$ cat src/rtl/ddr_axi_wr_master.sv
// ddr_axi_wr_master
//   Drains 256-bit words from the upstream store FIFO and writes them to DDR
//   as AXI4 INCR bursts, one outstanding burst at a time.
//
//   Clock/reset : axi_clk, rst (asynchronous, active low)
//   Upstream    : ddr_trig (FIFO holds a burst), alen (beats-1), rdata_fifo,
//                 trig_en (data valid), wready_rx (read request)
//   AXI AW      : m_awaddr, m_awlen, m_awsize, m_awburst, m_awvalid, m_awready
//   AXI W       : m_wdata, m_wstrb, m_wlast, m_wvalid, m_wready
//   AXI B       : m_bresp, m_bvalid, m_bready
//   Status      : burst_done (pulse), err_flag (sticky), busy
//
//   Build option: define DDR_ADDR_WRAP_EN to keep bursts inside the circular
//   region [BASE_ADDR, BASE_ADDR+REGION_BYTES) and off 4 KB boundaries.
//   Without it the address simply increments modulo 2^ADDR_W.
module ddr_axi_wr_master #(
  parameter int                 ADDR_W       = 32,
  parameter logic [ADDR_W-1:0]  BASE_ADDR    = '0,
  parameter logic [ADDR_W-1:0]  REGION_BYTES = ADDR_W'(32'h0100_0000),
  parameter int                 BUF_DEPTH    = 4
) (
  input  logic              axi_clk,
  input  logic              rst,
  input  logic              ddr_trig,
  input  logic [7:0]        alen,
  input  logic [255:0]      rdata_fifo,
  input  logic              trig_en,
  output logic              wready_rx,
  output logic [ADDR_W-1:0] m_awaddr,
  output logic [7:0]        m_awlen,
  output logic [2:0]        m_awsize,
  output logic [1:0]        m_awburst,
  output logic              m_awvalid,
  input  logic              m_awready,
  output logic [255:0]      m_wdata,
  output logic [31:0]       m_wstrb,
  output logic              m_wlast,
  output logic              m_wvalid,
  input  logic              m_wready,
  input  logic [1:0]        m_bresp,
  input  logic              m_bvalid,
  output logic              m_bready,
  output logic              burst_done,
  output logic              err_flag,
  output logic              busy
);

  localparam int PTR_W  = $clog2(BUF_DEPTH);
  localparam int CNT_W  = PTR_W + 1;
  localparam int USED_W = CNT_W + 1;

  typedef enum logic [1:0] {S_IDLE, S_AW, S_W, S_B} state_t;

  state_t              state_reg, state_next;
  logic [7:0]          len_reg;
  logic [7:0]          awlen_reg;
  logic [ADDR_W-1:0]   awaddr_reg;
  logic [8:0]          req_cnt_reg;
  logic [8:0]          beat_cnt_reg;
  logic [CNT_W-1:0]    inflight_reg;
  logic [CNT_W-1:0]    occ_reg;
  logic [PTR_W-1:0]    wr_ptr_reg, rd_ptr_reg;
  logic                err_reg, done_reg;

  // Small skid buffer; head is read combinationally so m_wdata tracks the
  // pop pointer without an extra pipeline stage.
  logic [255:0]        buf_mem [BUF_DEPTH];

  logic                in_w, can_req, starved, w_hs, last_beat, b_hs;
  logic                push_ok, push, pop, drop, full, infl_dec;
  logic [USED_W-1:0]   used_slots;
  logic [ADDR_W-1:0]   sum_addr, next_addr, start_addr;
  logic                unused_bits;

  function automatic logic [ADDR_W-1:0] burst_bytes(input logic [7:0] l);
    return ADDR_W'({1'b0, l} + 9'd1) << 5;
  endfunction

  assign in_w       = (state_reg == S_W);
  assign used_slots = USED_W'(occ_reg) + USED_W'(inflight_reg);
  // Keep two slots of headroom: a request may take up to two cycles to return.
  assign can_req    = (used_slots + USED_W'(2)) <= USED_W'(BUF_DEPTH);
  assign wready_rx  = in_w && (req_cnt_reg <= {1'b0, len_reg}) && can_req;

  // A dropped beat would otherwise leave the burst short forever; once every
  // request has returned and the buffer is dry, the stale head entry is
  // replayed to finish the burst.
  assign starved    = in_w && (occ_reg == '0) && (inflight_reg == '0) &&
                      (req_cnt_reg > {1'b0, len_reg});

  assign m_wvalid   = in_w && ((occ_reg != '0) || starved);
  assign m_wdata    = buf_mem[rd_ptr_reg];
  assign m_wlast    = m_wvalid && (beat_cnt_reg == {1'b0, len_reg});
  assign w_hs       = m_wvalid && m_wready;
  assign last_beat  = w_hs && (beat_cnt_reg == {1'b0, len_reg});
  assign b_hs       = (state_reg == S_B) && m_bvalid;

  assign full       = (occ_reg == CNT_W'(BUF_DEPTH));
  assign pop        = w_hs && (occ_reg != '0);
  assign push_ok    = trig_en && in_w;
  assign push       = push_ok && (!full || pop);
  assign drop       = push_ok && full && !pop;
  assign infl_dec   = push_ok && (inflight_reg != '0);

  assign m_awaddr   = awaddr_reg;
  assign m_awlen    = awlen_reg;
  assign m_awsize   = 3'b101;
  assign m_awburst  = 2'b01;
  assign m_wstrb    = '1;
  assign m_awvalid  = (state_reg == S_AW);
  assign m_bready   = (state_reg == S_B);
  assign busy       = (state_reg != S_IDLE);
  assign burst_done = done_reg;
  assign err_flag   = err_reg;

  // Only SLVERR/DECERR (bit 1) matter; the region size is consumed only by
  // the wrap build.
  assign unused_bits = m_bresp[0] ^ (^REGION_BYTES);

  always_comb begin
    sum_addr   = awaddr_reg + burst_bytes(len_reg);
    next_addr  = sum_addr;
    start_addr = awaddr_reg;
`ifdef DDR_ADDR_WRAP_EN
    if ((sum_addr - BASE_ADDR) >= REGION_BYTES) next_addr = BASE_ADDR;
    // Burst length is only known at start, so the 4 KB and region-end
    // checks are applied when the next burst is launched.
    if ((14'(awaddr_reg[11:0]) + 14'(burst_bytes(alen))) > 14'd4096)
      start_addr = (awaddr_reg | ADDR_W'(12'hFFF)) + ADDR_W'(1);
    if ((start_addr - BASE_ADDR + burst_bytes(alen)) > REGION_BYTES)
      start_addr = BASE_ADDR;
`endif
  end

  always_comb begin
    state_next = state_reg;
    case (state_reg)
      S_IDLE:  if (ddr_trig)  state_next = S_AW;
      S_AW:    if (m_awready) state_next = S_W;
      S_W:     if (last_beat) state_next = S_B;
      S_B:     if (m_bvalid)  state_next = S_IDLE;
      default:                state_next = S_IDLE;
    endcase
  end

  always_ff @(posedge axi_clk or negedge rst) begin
    if (!rst) begin
      state_reg    <= S_IDLE;
      len_reg      <= '0;
      awlen_reg    <= '0;
      awaddr_reg   <= BASE_ADDR;
      req_cnt_reg  <= '0;
      beat_cnt_reg <= '0;
      inflight_reg <= '0;
      occ_reg      <= '0;
      wr_ptr_reg   <= '0;
      rd_ptr_reg   <= '0;
      err_reg      <= 1'b0;
      done_reg     <= 1'b0;
    end else begin
      state_reg <= state_next;
      done_reg  <= b_hs;
      if (drop || (trig_en && !in_w) || (b_hs && m_bresp[1]))
        err_reg <= 1'b1;

      if ((state_reg == S_IDLE) && ddr_trig) begin
        len_reg    <= alen;
        awlen_reg  <= alen;
        awaddr_reg <= start_addr;
      end

      if (b_hs) begin
        awaddr_reg   <= next_addr;
        req_cnt_reg  <= '0;
        beat_cnt_reg <= '0;
        inflight_reg <= '0;
        occ_reg      <= '0;
        wr_ptr_reg   <= '0;
        rd_ptr_reg   <= '0;
      end else begin
        req_cnt_reg  <= req_cnt_reg + {8'd0, wready_rx};
        beat_cnt_reg <= beat_cnt_reg + {8'd0, w_hs};
        inflight_reg <= inflight_reg + CNT_W'(wready_rx) - CNT_W'(infl_dec);
        occ_reg      <= occ_reg + CNT_W'(push) - CNT_W'(pop);
        if (push) wr_ptr_reg <= wr_ptr_reg + PTR_W'(1);
        if (pop)  rd_ptr_reg <= rd_ptr_reg + PTR_W'(1);
      end
    end
  end

  always_ff @(posedge axi_clk) begin
    if (push) buf_mem[wr_ptr_reg] <= rdata_fifo;
  end

endmodule
$ cat config.mk
export PLATFORM = sky130hd
export DESIGN_NAME = ddr_axi_wr_master
export DESIGN_NICKNAME = d
export VERILOG_FILES = /design/src/rtl/ddr_axi_wr_master.sv
export SDC_FILE = /design/constraint.sdc
export NUM_CORES = 1
export LEC_CHECK = 0
export ABC_AREA = 1
export BUFFER_PORTS_ARGS = -buffer_cell sky130_fd_sc_hd__buf_2
export CAP_MARGIN = 20
export CORE_ASPECT_RATIO = 2
export CORE_MARGIN = 8
export CORE_UTILIZATION = 25
export CTS_CLUSTER_DIAMETER = 150
export DETAILED_ROUTE_END_ITERATION = 8
export SYNTH_ARGS = -nofsm -noshare
export SYNTH_HDL_FRONTEND = slang
export SYNTH_SLANG_ARGS = --single-unit
$ cat constraint.sdc
create_clock -name axi_clk -period 15.66 [get_ports axi_clk]
set_input_delay 0.783 -clock axi_clk [delete_from_list [all_inputs] [get_ports axi_clk]]
set_output_delay 0.783 -clock axi_clk [all_outputs]
set_load 0.02 [all_outputs]
# After elaboration in Yosys (flattened, before gate mapping)
# Memories as Yosys holds them, arrays and structs flattened.
# Index checks and enable logic that the tools add are counted.
# word_totals
output_inout_bits	341
mem_bits_rw	1024
regBits	72
n_memories	1
in_bits	273
word_cells	86
# op_classes
eq_ne	9
mux	15
n_reduce_logical	35
n_lt_le_gt_ge	3
n_addsub	12
# mem_list
name	words	width	read_ports	rd_clocked_by_memory_dff	wr	line	rtl
buf_mem	4	256	1	0	1	67	logic [255:0] buf_mem [BUF_DEPTH];
# op_table
cell	count
adder 32 x 14 -> 32 bit	1
logical AND 1 bit	19
adder 9 x 1 -> 9 bit	2
2-to-1 mux 9 bit	2
2-to-1 mux 2 bit	8
adder 8 x 1 -> 9 bit, second input constant	1
equality test 9 x 8 -> 1 bit	1
greater-than comparator 9 x 8 -> 1 bit	1
<= comparator 9 x 8 -> 1 bit	1
case mux 2 bit (4 select lines)	1
adder 3 x 1 -> 3 bit	2
zero test 3 bit	2
2-to-1 mux 3 bit	2
nonzero test 2 bit	3
nonzero test 3 bit	2
subtractor 3 x 1 -> 3 bit	2
adder 2 x 1 -> 2 bit, second input constant	2
adder 3 x 3 -> 4 bit	1
adder 4 x 2 -> 4 bit, second input constant	1
equality test 2 bit, second input constant	2
<= comparator 4 x 3 -> 1 bit, second input constant	1
logical OR 1 bit	4
!= test 2 x 1 -> 1 bit, second input constant	2
!= test 2 bit, second input constant	2
6 further kinds	9

# Depth between registers and ports, before layout
# depth
ltp_word	13
depth_mapped	22

# Worst setup path before layout
# OpenSTA, ideal clock, no wires.
# synth_path
path_type	input -> register
startpoint	in m_wready
endpoint	mem buf_mem[0][0], enable pin
required_time_ns	14.782
slack_ns	2.933
setup_ns	0.878
path_stages	4
n_path_buf	0
arrival_ns	11.849
path_cell_list	nand3_1 -> a21oi_1 -> inv_1 -> nor2_1
# synth_via
elab_chain_cells	6
# synth_lines
element	line	rtl
start, declared	39	input logic m_wready,
logical AND 1 bit	94	assign w_hs = m_wvalid && m_wready;
logical AND 1 bit	99	assign pop = w_hs && (occ_reg != '0);
logical OR 1 bit	101	assign push = push_ok && (!full || pop);
logical AND 1 bit	101	
2-to-1 mux 1 bit	192	if (push) buf_mem[wr_ptr_reg] <= rdata_fifo;
2-to-1 mux 1 bit (implied by the code)	192	
end, declared	67	
# No other way between the ends.

# Final worst setup path
# layout_path
startpoint	reg rd_ptr_reg[0]
endpoint	out m_wdata[20]
# layout_via
elab_chain_cells	1
# layout_lines
element	line	rtl
start, declared	62	logic [PTR_W-1:0] wr_ptr_reg, rd_ptr_reg;
start signal, assigned	186	if (pop) rd_ptr_reg <= rd_ptr_reg + PTR_W'(1);
memory (4 x 256 bit)	n/a	
end, declared	35	output logic [255:0] m_wdata,
# No other way between the ends.

==> impl_metrics.ini <==
[placed_design]
dpl.hpwl_um = 71430
portBuffers = 570
gp_congestion = 0.7927

[drt]
vias = 26290
route.detailed.drc = 0
wl_per_cell_um = 19.60
final_antenna_net_count = 0
drt-pass1-iter-count = 5
viasPerCell = 4.527
wl_um = 113800
drtIter0Drc = 1661

[finish]
post_route_cells_drive_above_1_share_pct = 21.18
nets = 3877
multi_input_area_mm2 = 0.008423
seq_area_mm2 = 0.03243
largest_register_ffs = 1024
final_cell_mix = edfxtp_1 (1024), buf_2 (570), nor2_1 (561), o21ai_0 (528), o22ai_1 (259)
syn_to_final_growth_pct = 19.33
layout_commonest_cell = edfxtp_1
top_register = buf_mem
fillers = 16690

[critical_path]
reg2reg_depth = 9
rr_startpoint = state_reg[0]
cpPeakStageDelay_ns = 0.83
path_cells = inv_16 > buf_4 > buf_4 > o21ai_0 > o22ai_1 > buf_2
critPathTopFamily = buffers and inverters
cp-end-kind = primary output
start_kind = flip-flop
crit_slowest_cell = dfrtp_4
crit_top_cell = buf_4
cp_max_fo = 191
critPathKind = flip-flop to primary output
critPathBufInv = 4
worstPathArrival_ns = 4.38
crit_path_start = rd_ptr_reg[0]
reg2reg_slack_ns = 11.59
required_ns = 14.88
rr_endpoint = buf_mem[2][127]

[sta]
skew_ns = 0.02560
maxSlewHeadroom_pct = 26.79
tightest_slew_ns = 1.098
rsz0062_at_grt = no
tns_ns = 0
finalCritPeriodShare_pct = 32.94
slew_viol_final = 0
finalSetupViolations = 0
layout_min_cycle_time_ns = 5.159
fmax_mhz = 193.8
final-hold-violation-count = 0

[global_routing]
grt_usage_pct = 11.78
antenna_found_initial = 37
grt_max_degree = 202
grt_pass1_vias = 26440
grt_pass1_wl_um = 165900
grt_overflow_total = 0

[die]
die-area_mm2 = 0.1827
die-width_um = 306.3
io_pins = 614
num_rows = 213
initial_core_util_pct = 25.09
die_h_um = 596.5
core_area_mm2 = 0.1679

[clocking]
cts.sinks = 1091
root_buffer = clkbuf_16
clkLatencyLatePin_ns = 0.66
cts_buffers = 96
clkTransAtPathRegs_ns = 0.06
ctsResizeCount = 0
cts_tree = done
cts.htree.levels = 3
cts.path.max_buffers = 3
post-cts-setup-buffers = 0
holdBufCountCts = 0

[hold_path]
hold_path_class = input pin to flip-flop
min_path_cells = 1
min_to = buf_mem[2][17]
min_from = rdata_fifo[17]

[synth]
syn_inst = 3037
ys_seq_area_share_pct = 76.97
yosysTopAreaCell = edfxtp_1
ys_async_sr_fraction_pct = 6.141
synth.top_cell.area_share_pct = 72.99
netlist-cell-type-count = 43
ys.flop_type = edfxtp_1
netlist_area_mm2 = 0.04213
syn_area_per_cell_um2 = 13.87
synth.area.top_cells = edfxtp_1 (73%), o21ai_0 (6.3%), nor2_1 (5.0%)
ys_seq_elements = 1091
synth-edff-count = 1024
yosys_warnings = 0

[run]
cap_viol_max_count = 0

[outcome]
status = completed

[power]
vdd_ir_drop_max_uv = 146.2
power.total_mw = 9.167
p_per_area_mw_per_mm2 = 182.4
leakagePower_nw = 17.59
[where the power goes]
group | internal [mW] | switching (mW)
registers | 3.45 | 0.151
clock network | 1.31 | 1.05
logic | 0.883 | 2.33
total | 5.64 | 3.53
[routing by layer]
layer / routed length [um] / part of all wire, % / GRT usage (%) / vias to the layer above
li1: - / - / - / 12180
met1: 42570 / 37 / 12.67 / 13050
met2: 58010 / 51 / 21.31 / 823
met4: 4070 / 3.6 / 4.669 / 28
met5: 187 / 0.16 / 0 / -
met3: 8959 / 7.9 / 3.730 / 207
[synthesized netlist by cell type (all sizes together) (2+ instances only)]
library cell,instances
nand4,6
nor4,2
nand3,27
clkinv,2
dfrtp,67
nor2,568
clkbuf,121
fa,4
o22ai,259
xor2,17
xnor2,12
inv,96
a21oi,32
ha,39
o21bai,2
or2,3
buf,97
nor3,19
nand2,95
conb,2
edfxtp,1024
o21ai,536
[final cells by class]
| class | count | area share [%] |
|---|---|---|
| Clock buffer | 125 | 5.159 |
| Timing Repair Buffer | 604 | 6.282 |
| Inverter | 98 | 0.7889 |
| Antenna cell | 22 | 0.1095 |
| Multi-Input combinational cell | 1670 | 16.75 |
| Tap cell | 2150 | 5.351 |
| Sequential cell | 1091 | 64.51 |
| Clock inverter | 47 | 1.040 |
[cells by family after synthesis]
family                   Yosys count  synth area share (%)
flip-flops                      1091                 76.97
AO/OA/AOI/OAI                    834                 10.73
AND/OR/NAND/NOR                  722                 6.852
buffers and inverters            316                 3.466
adder cells (fa/ha/maj)           43                 1.348
XOR/XNOR                          29                0.6207
other                              2               0.01783
[stage by stage]
| stage | area [um2] | utilization (%) | instances | setup slack, ns | hold slack (ns) |
|---|---|---|---|---|---|
| after global placement | 47100 | 28.05 | 5613 | 11.18 | 0.4657 |
| after floorplan | 42280 | - | 3077 | 2.933 | 0.4800 |
| after global routing | 50250 | 29.93 | 5796 | 10.18 | 0.2449 |
| final | 50270 | 29.94 | 5807 | 10.50 | 0.3225 |
| after detailed placement | 47100 | 28.05 | 5613 | 11.06 | 0.4664 |
| after CTS | 50220 | 29.91 | 5785 | 10.32 | 0.2346 |
[worst register-to-register path: stages, from the launching register on]
cell,delay [ns]
dfrtp_1,0.42
inv_1,0.12
ha_1,0.31
nand3_1,0.23
a21oi_1,0.27
inv_1,0.25
nor2_4,0.12
buf_4,0.53
buf_12,0.52
buf_4,0.84
[worst max path at each step]
stage | cells after the start | to | slack (ns)
3_5_place_dp | 6 | m_wdata[26] | 11.06
2_1_floorplan | 4 | buf_mem[0][0] | 2.93
3_3_place_gp | 6 | m_wdata[26] | 11.18
4_1_cts | 6 | m_wdata[26] | 10.32
5_1_grt | 6 | m_wdata[20] | 10.18
6_report | 6 | m_wdata[20] | 10.50
Note: power is estimated with default switching activity, not from simulation.
